<file path="config.mk">
export PLATFORM = sky130hd
export DESIGN_NAME = stack_sp_controller_flat
export DESIGN_NICKNAME = d
export VERILOG_FILES = /design/src/rtl/stack_sp_controller_if.sv /design/src/rtl/stack_sp_controller.sv /design/src/flat_wrapper.sv
export SDC_FILE = /design/constraint.sdc
export NUM_CORES = 1
export LEC_CHECK = 0
export CAP_MARGIN = 10
export CORE_MARGIN = 2
export CORE_UTILIZATION = 50
export DETAILED_ROUTE_END_ITERATION = 8
export PLACE_DENSITY_LB_ADDON = 0.3
export SLEW_MARGIN = 40
export SYNTH_ARGS = -nofsm -noshare
export SYNTH_HDL_FRONTEND = slang
export SYNTH_SLANG_ARGS = --single-unit
</file>
<file path="constraint.sdc">
create_clock -name clk -period 9 [get_ports clk]
set_input_delay 1.35 -clock clk [delete_from_list [all_inputs] [get_ports clk]]
set_output_delay 1.35 -clock clk [all_outputs]
set_load 0.01 [all_outputs]
</file>
<file path="src/rtl/stack_sp_controller_if.sv">
// Request/response and data-memory signals between the stack controller and its environment.
// slave = stack controller, master = control unit plus data memory.
interface stack_sp_controller_if;
  logic        push_req;
  logic        pop_req;
  logic [31:0] push_data;
  logic [31:0] pop_data;
  logic        busy;
  logic        done;
  logic        err_overflow;
  logic        err_underflow;
  logic [31:0] sp;
  logic [31:0] mem_addr;
  logic [31:0] mem_wdata;
  logic        mem_we;
  logic        mem_re;
  logic [31:0] mem_rdata;

  modport slave (
    input  push_req, pop_req, push_data, mem_rdata,
    output pop_data, busy, done, err_overflow, err_underflow,
           sp, mem_addr, mem_wdata, mem_we, mem_re
  );

  modport master (
    output push_req, pop_req, push_data, mem_rdata,
    input  pop_data, busy, done, err_overflow, err_underflow,
           sp, mem_addr, mem_wdata, mem_we, mem_re
  );
endinterface

</file>
<file path="src/rtl/stack_sp_controller.sv">
// Hardware stack pointer controller: owns SP and sequences push/pop accesses to data memory.
// Define STACK_BOUNDS_EN to enable full/empty checking; otherwise SP wraps modulo 2^32.
module stack_sp_controller #(
  parameter logic [31:0] STACK_BASE  = 32'h0000_0100,
  parameter int unsigned STACK_DEPTH = 64,
  parameter int unsigned MEM_LAT     = 1
) (
  input logic                  clk,
  input logic                  reset,
  stack_sp_controller_if.slave bus
);

  localparam int unsigned    CNT_W     = (MEM_LAT > 1) ? $clog2(MEM_LAT) : 1;
  localparam logic [CNT_W-1:0] CNT_LAST = CNT_W'(MEM_LAT - 1);
  localparam logic [31:0]    STACK_TOP = STACK_BASE + 32'(STACK_DEPTH);
`ifdef STACK_BOUNDS_EN
  localparam bit BOUNDS_EN = 1'b1;
`else
  localparam bit BOUNDS_EN = 1'b0;
`endif

  typedef enum logic [2:0] {IDLE, PUSH_WR, POP_RD, POP_WAIT, DONE} state_e;

  state_e           state_q;
  logic [31:0]      sp_q;
  logic [31:0]      pop_data_q;
  logic [31:0]      mem_addr_q;
  logic [31:0]      mem_wdata_q;
  logic             mem_we_q;
  logic             mem_re_q;
  logic             busy_q;
  logic             done_q;
  logic             err_ovf_q;
  logic             err_unf_q;
  logic             ovf_flag_q;
  logic             unf_flag_q;
  logic [CNT_W-1:0] lat_cnt_q;

  logic full;
  logic empty;

  // Bounds checks collapse to constant 0 when checking is disabled.
  assign full  = BOUNDS_EN && (sp_q == STACK_TOP);
  assign empty = BOUNDS_EN && (sp_q == STACK_BASE);

  // Memory strobes are issued on the IDLE exit edge so they are visible in the access state.
  always_ff @(posedge clk or posedge reset) begin
    if (reset) begin
      state_q     <= IDLE;
      sp_q        <= STACK_BASE;
      pop_data_q  <= '0;
      mem_addr_q  <= '0;
      mem_wdata_q <= '0;
      mem_we_q    <= 1'b0;
      mem_re_q    <= 1'b0;
      busy_q      <= 1'b0;
      done_q      <= 1'b0;
      err_ovf_q   <= 1'b0;
      err_unf_q   <= 1'b0;
      ovf_flag_q  <= 1'b0;
      unf_flag_q  <= 1'b0;
      lat_cnt_q   <= '0;
    end else begin
      mem_we_q  <= 1'b0;
      mem_re_q  <= 1'b0;
      done_q    <= 1'b0;
      err_ovf_q <= 1'b0;
      err_unf_q <= 1'b0;
      unique case (state_q)
        IDLE: begin
          if (bus.push_req) begin
            state_q    <= PUSH_WR;
            busy_q     <= 1'b1;
            ovf_flag_q <= full;
            if (!full) begin
              mem_we_q    <= 1'b1;
              mem_addr_q  <= sp_q;
              mem_wdata_q <= bus.push_data;
            end
          end else if (bus.pop_req) begin
            state_q    <= POP_RD;
            busy_q     <= 1'b1;
            unf_flag_q <= empty;
            if (!empty) begin
              mem_re_q   <= 1'b1;
              mem_addr_q <= sp_q - 32'd1;
            end
          end
        end
        PUSH_WR: begin
          if (!ovf_flag_q) sp_q <= sp_q + 32'd1;
          done_q    <= 1'b1;
          err_ovf_q <= ovf_flag_q;
          state_q   <= DONE;
        end
        POP_RD: begin
          lat_cnt_q <= '0;
          if (unf_flag_q) begin
            done_q    <= 1'b1;
            err_unf_q <= 1'b1;
            state_q   <= DONE;
          end else begin
            state_q <= POP_WAIT;
          end
        end
        POP_WAIT: begin
          if (lat_cnt_q == CNT_LAST) begin
            pop_data_q <= bus.mem_rdata;
            sp_q       <= sp_q - 32'd1;
            done_q     <= 1'b1;
            state_q    <= DONE;
          end else begin
            lat_cnt_q <= lat_cnt_q + CNT_W'(1);
          end
        end
        DONE: begin
          busy_q  <= 1'b0;
          state_q <= IDLE;
        end
        default: begin
          busy_q  <= 1'b0;
          state_q <= IDLE;
        end
      endcase
    end
  end

  assign bus.pop_data      = pop_data_q;
  assign bus.busy          = busy_q;
  assign bus.done          = done_q;
  assign bus.err_overflow  = err_ovf_q;
  assign bus.err_underflow = err_unf_q;
  assign bus.sp            = sp_q;
  assign bus.mem_addr      = mem_addr_q;
  assign bus.mem_wdata     = mem_wdata_q;
  assign bus.mem_we        = mem_we_q;
  assign bus.mem_re        = mem_re_q;

endmodule

</file>
<file path="src/flat_wrapper.sv">
// flat-port wrapper written by rule: the top's interface ports become plain ports
module stack_sp_controller_flat 
#(
  parameter logic [31:0] STACK_BASE  = 32'h0000_0100,
  parameter int unsigned STACK_DEPTH = 64,
  parameter int unsigned MEM_LAT     = 1
)
  (clk, reset, bus_push_req, bus_pop_req, bus_push_data, bus_mem_rdata, bus_pop_data, bus_busy, bus_done, bus_err_overflow, bus_err_underflow, bus_sp, bus_mem_addr, bus_mem_wdata, bus_mem_we, bus_mem_re);
  stack_sp_controller_if bus_i ();
  input logic clk;
  input logic reset;
  input wire logic [$bits(bus_i.push_req)-1:0] bus_push_req;
  input wire logic [$bits(bus_i.pop_req)-1:0] bus_pop_req;
  input wire logic [$bits(bus_i.push_data)-1:0] bus_push_data;
  input wire logic [$bits(bus_i.mem_rdata)-1:0] bus_mem_rdata;
  output wire logic [$bits(bus_i.pop_data)-1:0] bus_pop_data;
  output wire logic [$bits(bus_i.busy)-1:0] bus_busy;
  output wire logic [$bits(bus_i.done)-1:0] bus_done;
  output wire logic [$bits(bus_i.err_overflow)-1:0] bus_err_overflow;
  output wire logic [$bits(bus_i.err_underflow)-1:0] bus_err_underflow;
  output wire logic [$bits(bus_i.sp)-1:0] bus_sp;
  output wire logic [$bits(bus_i.mem_addr)-1:0] bus_mem_addr;
  output wire logic [$bits(bus_i.mem_wdata)-1:0] bus_mem_wdata;
  output wire logic [$bits(bus_i.mem_we)-1:0] bus_mem_we;
  output wire logic [$bits(bus_i.mem_re)-1:0] bus_mem_re;
  assign bus_i.push_req = bus_push_req;
  assign bus_i.pop_req = bus_pop_req;
  assign bus_i.push_data = bus_push_data;
  assign bus_i.mem_rdata = bus_mem_rdata;
  assign bus_pop_data = bus_i.pop_data;
  assign bus_busy = bus_i.busy;
  assign bus_done = bus_i.done;
  assign bus_err_overflow = bus_i.err_overflow;
  assign bus_err_underflow = bus_i.err_underflow;
  assign bus_sp = bus_i.sp;
  assign bus_mem_addr = bus_i.mem_addr;
  assign bus_mem_wdata = bus_i.mem_wdata;
  assign bus_mem_we = bus_i.mem_we;
  assign bus_mem_re = bus_i.mem_re;
  stack_sp_controller #(.STACK_BASE(STACK_BASE), .STACK_DEPTH(STACK_DEPTH), .MEM_LAT(MEM_LAT)) u_core (.clk(clk), .reset(reset), .bus(bus_i));
endmodule
</file>
* After elaboration in Yosys (flattened, before gate mapping)
Cells that the tools add are included.
Word-level totals: flip-flop bits (word level) 136, latch bits 0, memory bits (writable) 0, ROM bits 0, bits of input ports 68, output and inout bits 134, word-level logic and storage cells 51, memories kept 0
Cells by class: add/sub/neg operators 3, multipliers 0, div/mod/pow operators 0, $lt $le $gt $ge 0, eq/ne operators 5, shift operators 0, muxes and demuxes 20, bitwise gates (word level) 2, reduce and logical (&&, ||, !) cells 11
Operators with widths (count):
- 32-bit two-way mux | 3
- 32-bit case mux with 2 select lines | 1
- 32-bit by 1-bit adder with 32-bit output (second input constant) | 1
- 32-bit by 1-bit subtractor with 32-bit output (second input constant) | 1
- 3-bit case mux with 4 select lines | 1
- 2-bit AND reduction | 6
- 1-bit two-way mux | 9
- 3-bit two-way mux | 3
- 3-bit by 2-bit == test with 1-bit output (second input constant) | 2
- 1-bit case mux with 2 select lines | 3
- 2-bit nonzero test | 3
- 3-bit by 1-bit == test with 1-bit output (second input constant) | 1
- 3-bit zero test | 1
- 3-bit != test (second input constant) | 1
- 3-bit OR reduction | 1
- 2-bit != test (second input constant) | 1
- 1-bit NOT | 2
- 1-bit adder (second input constant) | 1

* Longest topological paths before layout
depth in word-level cells 4, depth in mapped cells 8, gate-level depth less buffers 6

* Worst setup path after synthesis
No wires, ideal clock.
kind input to register, start point input bus_push_req, end point register u_core.mem_addr_q[31], in the netlist u_core.bus.mem_addr[31], setup time 0.082 ns, arrival 2.734 ns, data required time 8.918 ns, path slack 6.184 ns, cell stages on the path 5, buffers on the path 0, cells stage by stage or3_4 -> nor4_4 -> nand2_2 -> or4_1 -> a31oi_1
On the way: cells in the longest elaborated chain, start to end 2, elaborated cells between the ends (all ways) 3, classes of those cells 1 x mux; 2 x reduce/logical
Ends and longest elaborated chain:
- start: declaration | RTL line flat_wrapper.sv:12 | input wire logic [$bits(bus_i.push_req)-1:0] bus_push_req;
- 2-bit nonzero test (no source line)
- 2-bit AND reduction (no source line)
- end signal: assignment | RTL line stack_sp_controller.sv:77 | mem_addr_q <= sp_q;
- end signal: assignment | RTL line stack_sp_controller.sv:86 | mem_addr_q <= sp_q - 32'd1;
- end: declaration | RTL line stack_sp_controller.sv:27 | logic [31:0] mem_addr_q;
Several ways; a longest one is shown, not always the timed one. A chain may end at the register's enable or synchronous reset.

* Final worst setup path
Same ends and word-level chain as after synthesis.

==> qor.csv <==
stage,metric,value,unit
sta,crit share post-route,0.378,
floorplan,# rows,40,
grt,Total GRT Usage,0.249,
final_layout,Final nets,815,
final_layout,Reg area,0.00338,mm^2
floorplan,die area,0.0135,mm^2
pwr,Pwr Density,340,mW/mm^2
floorplan,Die Width,116,um
grt,largest net degree at the start of global routing,76,
clock_tree,CTS tree,done,
setup_path,crit path max fanout,15,
pwr,Sequential Power Share,0.357,
pwr,power share of the combinational group,0.412,
clock_tree,Post-CTS Setup Bufs,0,
pwr,Int Pwr,2.03,mW
logic_synthesis,Post-synth EDFFs,0,
place,Port Buffers,199,
grt,antenna violations before repair,0,
place,placed insts,894,
clock_tree,"CTS clk-pin slew, worst paths",50,ps
logic_synthesis,syn_area_per_cell,11.2,um^2
pwr,VDD IR max,205,uV
drt,post-route DRC violation count,0,
sta,Worst Tran Pin Value,855,ps
setup_path,CP arrival,3740,ps
final_layout,final std cells w/o fill,926,
clock_tree,CTS Buf Count,17,
floorplan,DIE HEIGHT,116,um
grt,Overflow after GRT,0,
flow_run,max cap viols,0,
pwr,P_leak,3.67,nW
final_layout,area grow syn2layout,42.9,%
logic_synthesis,area share of the largest cell type after synthesis,0.534,
logic_synthesis,Cell variety after synth,59,
place,detailed placement HPWL,11600,um
sta,Peak Freq,294,MHz
logic_synthesis,sequential-to-total area share from yosys stat,0.538,
clock_tree,clk root buf,clkbuf_16,
setup_path,Startpoint Class,input port,
setup_path,WP data required,9330,ps
final_layout,fin util,0.738,
drt,DR WL/cell,17.4,um
sta,final setup fails,0,
run_status,outcome,completed,
clock_tree,Hold Buf Count CTS,0,
logic_synthesis,Mapped Cells,563,
drt,vias,5063,
clock_tree,clock tree buffer depth,2,
sta,Rel. slew slack,0.429,
final_layout,area of the multi-input gates,0.00270,mm^2
clock_tree,H-tree depth,4,
logic_synthesis,Post-synth top flop,dfrtp_1,
sta,Worst Skew,7.81,ps
floorplan,Initial Util,0.517,
final_layout,share of cells above drive strength 1,0.150,
clock_tree,Post-CTS Resized,0,
drt,drt total wl,16200,um
clock_tree,CTS Sinks,135,
logic_synthesis,Synth Register Bits,135,
place,GPL Wtd Cong,0.890,
sta,Final Max Slew Viols,0,
logic_synthesis,ys async rst share,1.00,
grt,first-pass GRT wire length,25900,um
logic_synthesis,Post-synth top cells,"134 x dfrtp_1, 64 x mux2_2, 54 x nand2_1",
setup_path,CP Capture Type,flop,
logic_synthesis,most frequent cell after synthesis,dfrtp_1,
pwr,Switching Share,0.335,
drt,drt via density,5.47,
hold_path,Hold WC Path Type,reg2reg,
drt,post-route ant nets,0,
setup_path,kind of critical path,in2reg,
sta,Final Hold Vio Count,0,
drt,first-pass iteration count of the detailed router,5,
logic_synthesis,Synthesis Warnings,0,
grt,vias in the first global route,5065,
final_layout,Ant. Diodes,0,
drt,DR iter-0 viols,476,
final_layout,fill count,873,
logic_synthesis,Synth area leader,dfrtp_1,
floorplan,Core ar.,0.0122,mm^2
pwr,portion of total power attributed to the clock network,0.230,
pwr,Sw Pwr,1.02,mW
sta,TNS Setup,0,ps
sta,minimum clock period,3400,ps
floorplan,I/O Pins,202,
sta,RSZ-0062 raised after global routing,false,
logic_synthesis,top cells by area in the synthesized netlist,"dfrtp_1 53%, mux2_2 11%, xor2_1 5.0%",
clock_tree,Clock Latency Late Sink,410,ps
logic_synthesis,mapped cell area,0.00628,mm^2
metrics by stage:
stage	cell area (um^2)	hold WS, ps	power [mW]	worst slack, ps
after detailed placement	8370	470	2.35	5190
after CTS	8980	486	3.07	5620
after global routing	8980	497	3.23	5430
after global placement	8340	465	2.29	5220
after floorplan	6290	483	1.67	4040
final	8980	479	3.05	5600
power groups by stage:
stage | combinational, mW | clock [mW] | sequential, mW
global route | 1.36 | 0.746 | 1.12
global placement | 1.21 | 0 | 1.08
floorplan | 0.539 | 0 | 1.13
finish | 1.26 | 0.703 | 1.09
detailed placement | 1.26 | 0 | 1.10
CTS | 1.27 | 0.715 | 1.09
critical path, stage by stage:
cell             delay [ps]
clkdlybuf4s50_1         720
or3_4                   510
nor4_4                  340
nand2_2                 130
or4_1                   510
a31oi_1                 170
layer usage:
metal,track usage,part of all wire,up-vias
met5,0,0,-
met4,0.0968,0.020,0
met3,0.0913,0.11,27
met2,0.393,0.47,256
met1,0.316,0.40,2426
li1,-,-,2354
sequential cells by signal, summed over array words and instances, names as in the netlist:
name                  flops
u_core.bus.mem_addr      32
u_core.bus.mem_wdata     32
u_core.bus.pop_data      32
u_core.bus.sp            32
u_core.state_q            3
u_core.bus.busy           1
u_core.bus.done           1
u_core.bus.mem_re         1
u_core.bus.mem_we         1
layout by cell type, fill, tap and decap left out, types with 3 or more instances in the layout:
master	instances
a21oi_1	9
a31oi_1	4
and2_1	3
and3_1	8
and4_1	4
bufinv_16	3
clkbuf_16	17
clkdlybuf4s50_1	199
clkinv_2	4
clkinvlp_4	3
dfrtp_1	134
inv_1	7
mux2_2	64
nand2_1	54
nand2b_1	3
nand3_1	20
nand3b_1	3
nand4_1	14
nor2_1	26
nor3_1	15
nor4_1	7
o21ai_0	35
o22ai_1	4
o32ai_1	4
or4_1	5
xnor2_1	23
xor2_1	36
worst paths after layout:
path | start | end | slack [ps] | cells after the start
setup / recovery | bus_push_req | u_core.bus.mem_addr[31]$_DFFE_PP0P_ | 5600 | 6
hold / removal | u_core.bus.mem_addr[6]$_DFFE_PP0P_ | u_core.bus.mem_addr[6]$_DFFE_PP0P_ | 480 | 2
setup reg to reg | u_core.bus.sp[2]$_DFFE_PP0P_ | u_core.bus.mem_addr[19]$_DFFE_PP0P_ | 6160 | 5
hold reg to reg | u_core.bus.mem_addr[6]$_DFFE_PP0P_ | u_core.bus.mem_addr[6]$_DFFE_PP0P_ | 480 | 2
max in group asynchronous | reset | u_core.bus.mem_wdata[26]$_DFFE_PP0P_ | 6570 | 3
min in group asynchronous | reset | u_core.bus.pop_data[14]$_DFFE_PP0P_ | 1380 | 2
cells by family after synthesis:
family | after synthesis | synth area share
AO/OA/AOI/OAI | 70 | 0.0675
XOR/XNOR | 59 | 0.0823
adder cells (fa/ha/maj) | 2 | 0.00398
buffers and inverters | 51 | 0.0354
flip-flops | 135 | 0.538
multiplexers | 65 | 0.116
other | 1 | 0.000597
AND/OR/NAND/NOR | 180 | 0.156
cell type report:
cell class / instances / area share
Multi-Input combinational cell: 378 / 0.300
Timing Repair Buffer: 204 / 0.228
Tap cell: 168 / 0.0234
Sequential cell: 135 / 0.376
Inverter: 9 / 0.00432
Clock buffer: 20 / 0.0509
Clock inverter: 12 / 0.0167
(Power assumes the default switching activity.)
